File: src/rtl/shift_add_mult_ctrl.sv
// Control FSM for an N-bit shift-and-add multiplier datapath.
// Sequences the M/Q/A register strobes and the start/busy/done handshake.
//
// Ports:
//   clk    rising-edge clock
//   rst    asynchronous active-high reset
//   start  multiply request, sampled only in IDLE
//   q0     LSB of the datapath Q register
//   m_en   load multiplicand into M
//   q_ld   parallel load of multiplier into Q
//   a_en   A register enable (add M, or clear when a_izR)
//   a_izR  A register synchronous clear, qualified by a_en
//   sh_en  shift {carry,A,Q} right by one
//   busy   high from INIT through DONE
//   done   one-cycle pulse, product valid in {A,Q}
module shift_add_mult_ctrl #(
    parameter  int N     = 8,
    localparam int CNT_W = $clog2(N) + 1
) (
    input  logic clk,
    input  logic rst,
    input  logic start,
    input  logic q0,
    output logic m_en,
    output logic q_ld,
    output logic a_en,
    output logic a_izR,
    output logic sh_en,
    output logic busy,
    output logic done
);

    localparam logic [2:0] S_IDLE  = 3'd0;
    localparam logic [2:0] S_INIT  = 3'd1;
    localparam logic [2:0] S_CALC  = 3'd2;
    localparam logic [2:0] S_SHIFT = 3'd3;
    localparam logic [2:0] S_DONE  = 3'd4;

    localparam logic [CNT_W-1:0] LAST = CNT_W'(N - 1);
    localparam logic [CNT_W-1:0] ONE  = CNT_W'(1);

    logic [2:0]       state;
    logic [2:0]       state_nx;
    logic [CNT_W-1:0] cnt;
    logic             last_iter;

    // The exit at N-1 happens before the counter could ever wrap.
    assign last_iter = (cnt == LAST);

    always_comb begin
        state_nx = S_IDLE;
        case (state)
            S_IDLE:  state_nx = start ? S_INIT : S_IDLE;
            S_INIT:  state_nx = S_CALC;
            S_CALC:  state_nx = S_SHIFT;
            S_SHIFT: state_nx = last_iter ? S_DONE : S_CALC;
            S_DONE:  state_nx = S_IDLE;
            default: state_nx = S_IDLE;
        endcase
    end

    always_ff @(posedge clk or posedge rst) begin
        if (rst) begin
            state <= S_IDLE;
        end else begin
            state <= state_nx;
        end
    end

    always_ff @(posedge clk or posedge rst) begin
        if (rst) begin
            cnt <= '0;
        end else if (state == S_INIT) begin
            cnt <= '0;
        end else if (state == S_SHIFT) begin
            cnt <= cnt + ONE;
        end
    end

    // Strobes are decoded from state only, except the CALC add
    // which follows q0 combinationally so no extra cycle is spent.
    always_comb begin
        m_en  = 1'b0;
        q_ld  = 1'b0;
        a_en  = 1'b0;
        a_izR = 1'b0;
        sh_en = 1'b0;
        busy  = 1'b0;
        done  = 1'b0;
        case (state)
            S_INIT: begin
                m_en  = 1'b1;
                q_ld  = 1'b1;
                a_en  = 1'b1;
                a_izR = 1'b1;
                busy  = 1'b1;
            end
            S_CALC: begin
                a_en = q0;
                busy = 1'b1;
            end
            S_SHIFT: begin
                sh_en = 1'b1;
                busy  = 1'b1;
            end
            S_DONE: begin
                done = 1'b1;
                busy = 1'b1;
            end
            default: ;
        endcase
    end

`ifndef SYNTHESIS
    a_mutex_a_sh : assert property (
        @(posedge clk) disable iff (rst) !(a_en && sh_en));
    a_mutex_q_sh : assert property (
        @(posedge clk) disable iff (rst) !(q_ld && sh_en));
    a_done_pulse : assert property (
        @(posedge clk) disable iff (rst) done |=> !done);
    a_busy_state : assert property (
        @(posedge clk) disable iff (rst) busy == (state != S_IDLE));
`endif

endmodule

File: config.mk
export PLATFORM = sky130hd
export DESIGN_NAME = shift_add_mult_ctrl
export DESIGN_NICKNAME = d
export VERILOG_FILES = /design/src/rtl/shift_add_mult_ctrl.sv
export SDC_FILE = /design/constraint.sdc
export NUM_CORES = 1
export LEC_CHECK = 0
export CAP_MARGIN = 20
export CORE_AREA = 2 2 39 41
export CTS_CLUSTER_SIZE = 24
export DETAILED_ROUTE_END_ITERATION = 8
export DIE_AREA = 0 0 41 43
export GPL_TIMING_DRIVEN = 1
export PLACE_DENSITY_LB_ADDON = 0.05
export SYNTH_ARGS = -nofsm -noshare
export SYNTH_HDL_FRONTEND = slang
export SYNTH_SLANG_ARGS = --single-unit
export TNS_END_PERCENT = 50
File: constraint.sdc
create_clock -name clk -period 1.3 [get_ports clk]
set_input_delay 0.26 -clock clk [delete_from_list [all_inputs] [get_ports clk]]
set_output_delay 0.26 -clock clk [all_outputs]
set_load 0.01 [all_outputs]
==> summary.md <==
| Metric | Value |
|---|---|
| Status | finished, violations left |
| Violated checks | setup timing |
| TritonCTS clock tree | done |
| Floorplan die area | 0.00176 mm^2 |
| Syn Std Cell Area | 388 um^2 |
| Ordered cell list for the critical path | buf_6 -> nand2b_4 -> a21oi_2 -> buf_2 |
| Number of nets in the layout | 74 |
| Sequential cell area fraction in the yosys report | 0.452 |
| Number of filler instances in the final layout | 151 |
| Clock root buffer | clkbuf_4 |
| Via count normalized by instance count | 4.56 |
| Required time of the critical path | 1.04 ns |
| Detail-routed net length per standard cell | 11.5 um |
| Capture instance of the worst register-to-register path | cnt[2] |
| Std-Cell Core Area | 0.00138 mm^2 |
| Synthesized Nets | 47 |
| Ys Warns | 0 |
| Slowest cell delay on critical path | 0.44 ns |
| Final Setup Violations | 7 |
| Number of flip-flops and latches in the synthesized netlist | 7 |
| Fraction of final layout cells sized beyond drive strength 1 | 0.515 |
| Pin count of the biggest net entering global routing | 8 |
| HPWL after detailed placement | 665 um |
| Sinks on the clock net | 7 |
| Arrival time at the worst endpoint | 1.18 ns |
| Period minus WS final | 1.44 ns |
| Total of buffers placed on input and output ports | 10 |
| Global route total overflow | 0 |
| Via count of the first global-routing pass | 392 |
| Stages on the worst setup path | 4 |
| Static power due to leakage | 0.309 nW |
| First-pass DRT Iterations | 2 |
| Design internal power | 0.812 mW |
| Starting Density | 0.280 |
| Total Wirelength | 968 um |
| Count of different cell masters after synthesis | 20 |
| Post-route DRC violation count | 0 |
| Worst max-slew margin expressed relative to the limit | 0.804 |
| Cell area power density | 1990 mW/mm^2 |
| Worst min-delay path category | primary input to async pin |
| Die boundary height | 43 um |
| Fraction of power consumed by sequential logic | 0.312 |
| Highest achievable clock rate | 0.695 GHz |
| Fin area | 658 um^2 |
| Fraction of synthesized area in multiplexers | 0 |
| CP Buf/Inv Count | 2 |
| First-pass GRT wire length | 1610 um |
| Core occupancy in the finished layout | 0.476 |
| Dominant combinational cell family by area after synthesis | simple AND/OR/NAND/NOR gates |
| FF-to-FF setup slack | 0.14 ns |
| Hold violation total from the final report | 0 |
| Gate power share | 0.531 |
| Source-to-sink clock delay at the later pin of the worst-skew pair | 0.26 ns |
| Setup repair after global routing missed its margin | yes |
| Simple-gate portion of the synthesized area | 0.316 |
| Worst clock skew | 0.00243 ns |
| Post-detailed-route count of antenna-violating nets | 0 |
| Combined global-route utilization of all metal layers | 0.141 |
| Number of clock buffers inserted by TritonCTS | 3 |
| Area share of xor/xnor cells in the synthesized design | 0.0226 |
| Instance area at placement | 558 um^2 |
| Number of antenna violations at the first check in global routing | 0 |
| Element type at the critical path start | flop |
| Worst-path fanout max | 3 |
| Synthesized-area fraction occupied by ao, oa, aoi and oai cells | 0.106 |
| Hold buffer count at CTS | 0 |
| R2r worst-path depth | 5 |
| Max rail drop VDD | 0.000804 V |
| Least-Margin Pin Slew | 0.293 ns |
| DP Cell Count | 74 |
| Reported net switching power | 0.501 mW |
| Routability Congestion | 0.696 |
| Family of cells with the greatest summed delay on the critical path | flip-flops |
| Die Span X | 41 um |
| Clk network pwr share | 0.158 |
| Sw frac | 0.382 |
| FF-to-FF Start | state[1] |
| Setup WS post-layout | -0.139 ns |
| Number of max-cap violations | 0 |
| Standard-cell row count | 14 |
| Antenna diode count | 0 |
| Final count of pins violating max slew | 0 |
| Clock input transition at the sequential cells of the worst setup and hold paths | 0.06 ns |
| Via total after detailed routing | 383 |
| Adder-cell share of the synthesized area | 0.0323 |
| Critical Path End Type | output port |
| Top Ports | 11 |
| Final std cells w/o fill | 84 |
| Maximum count of clock buffers along a single path | 2 |
| Post-synthesis average cell area | 9.24 um^2 |
| Crit Path Category | flop to output port |
| Slowest stage cell, crit path | dfrtp_2 |
| Number of DRC markers after the initial detailed-route iteration | 1 |
| CTS H-Tree Depth | 1 |
| Area added between synthesis and finish | 69.7% |
| Gate Count Post-Synth | 42 |
| Final critical-path share of the clock period | 1.11 |
state kept, by name (all words and copies together) (netlist names):
signal	flops
state	3
cnt	4
per-layer routing:
layer	GRT usage	vias to the layer above	part of all wire
met2	0.219	9	0.52
met1	0.158	179	0.41
met3	0.0314	2	0.058
met4	0.100	0	0.018
li1	-	193	-
met5	0	-	0
synth_stat cells:
library cell	number	area, um^2
dfrtp_1	7	175
nand2_1	7	26.3
nor3_1	4	20.0
o21ai_1	4	20.0
nor2_1	3	11.3
buf_4	2	15.0
nand3_1	2	10.0
a21oi_1	1	5.00
and2_1	1	6.26
buf_2	1	5.00
clkinv_1	1	3.75
ha_1	1	12.5
inv_1	1	3.75
nand2b_1	1	6.26
nand2b_2	1	8.76
nand3b_1	1	7.51
nand3b_4	1	20.0
nor2b_1	1	6.26
o311ai_2	1	16.3
xnor2_1	1	8.76
placed cells by master, fill, tap and decap left out, types with 2 or more instances in the layout:
master / n
nand3_1: 2
clkdlybuf4s50_1: 3
buf_4: 11
buf_6: 6
nor2_4: 2
buf_2: 5
nand2_1: 7
dfrtp_1: 5
nand2b_4: 2
o21ai_1: 4
clkbuf_4: 3
dfrtp_2: 2
nor3_1: 4
cell type report:
type	instances	area, um^2	share of cell area
multi-input cells	30	216	0.329
flip-flops and latches	7	178	0.270
inverters	2	12.5	0.0190
well taps	16	20.0	0.0304
repair buffers	25	205	0.312
clock buffers	4	26.3	0.0399
worst max path at each step:
stage / startpoint / to
6_report: state[1] / a_en
5_1_grt: state[1] / a_en
4_1_cts: state[1] / a_en
3_5_place_dp: q0 / a_en
3_3_place_gp: q0 / a_en
2_1_floorplan: state[2] / m_en
through the flow:
stage                     hold WS, ns  total power, mW  worst slack (ns)  setup TNS [ns]
after floorplan                0.0634            0.692            0.0722               0
after global placement          0.484            0.956            -0.399           -1.72
after detailed placement        0.494            0.968            -0.415           -1.85
after CTS                       0.258             1.32            -0.154          -0.536
after global routing            0.257             1.41            -0.179          -0.845
final                           0.243             1.31            -0.139          -0.468
logic make-up after synthesis:
logic type | after synthesis
XOR/XNOR | 1
flip-flops | 7
AND/OR/NAND/NOR | 22
buffers and inverters | 5
adder cells (fa/ha/maj) | 1
AO/OA/AOI/OAI | 6
power groups by stage:
stage | registers (mW) | clock network (mW) | logic [mW]
after floorplan | 0.388 | 0 | 0.304
after global placement | 0.398 | 0 | 0.559
after detailed placement | 0.401 | 0 | 0.567
after CTS | 0.409 | 0.213 | 0.697
after global routing | 0.424 | 0.226 | 0.760
final | 0.409 | 0.207 | 0.697
what timing repair did:
action | CTS | global route
gates resized for setup | 42 | 2
pin swaps | 4 | 1
setup buffers | 5 | 1
setup endpoints to repair | 7 | 7
Power figures use the tool's default switching activity.
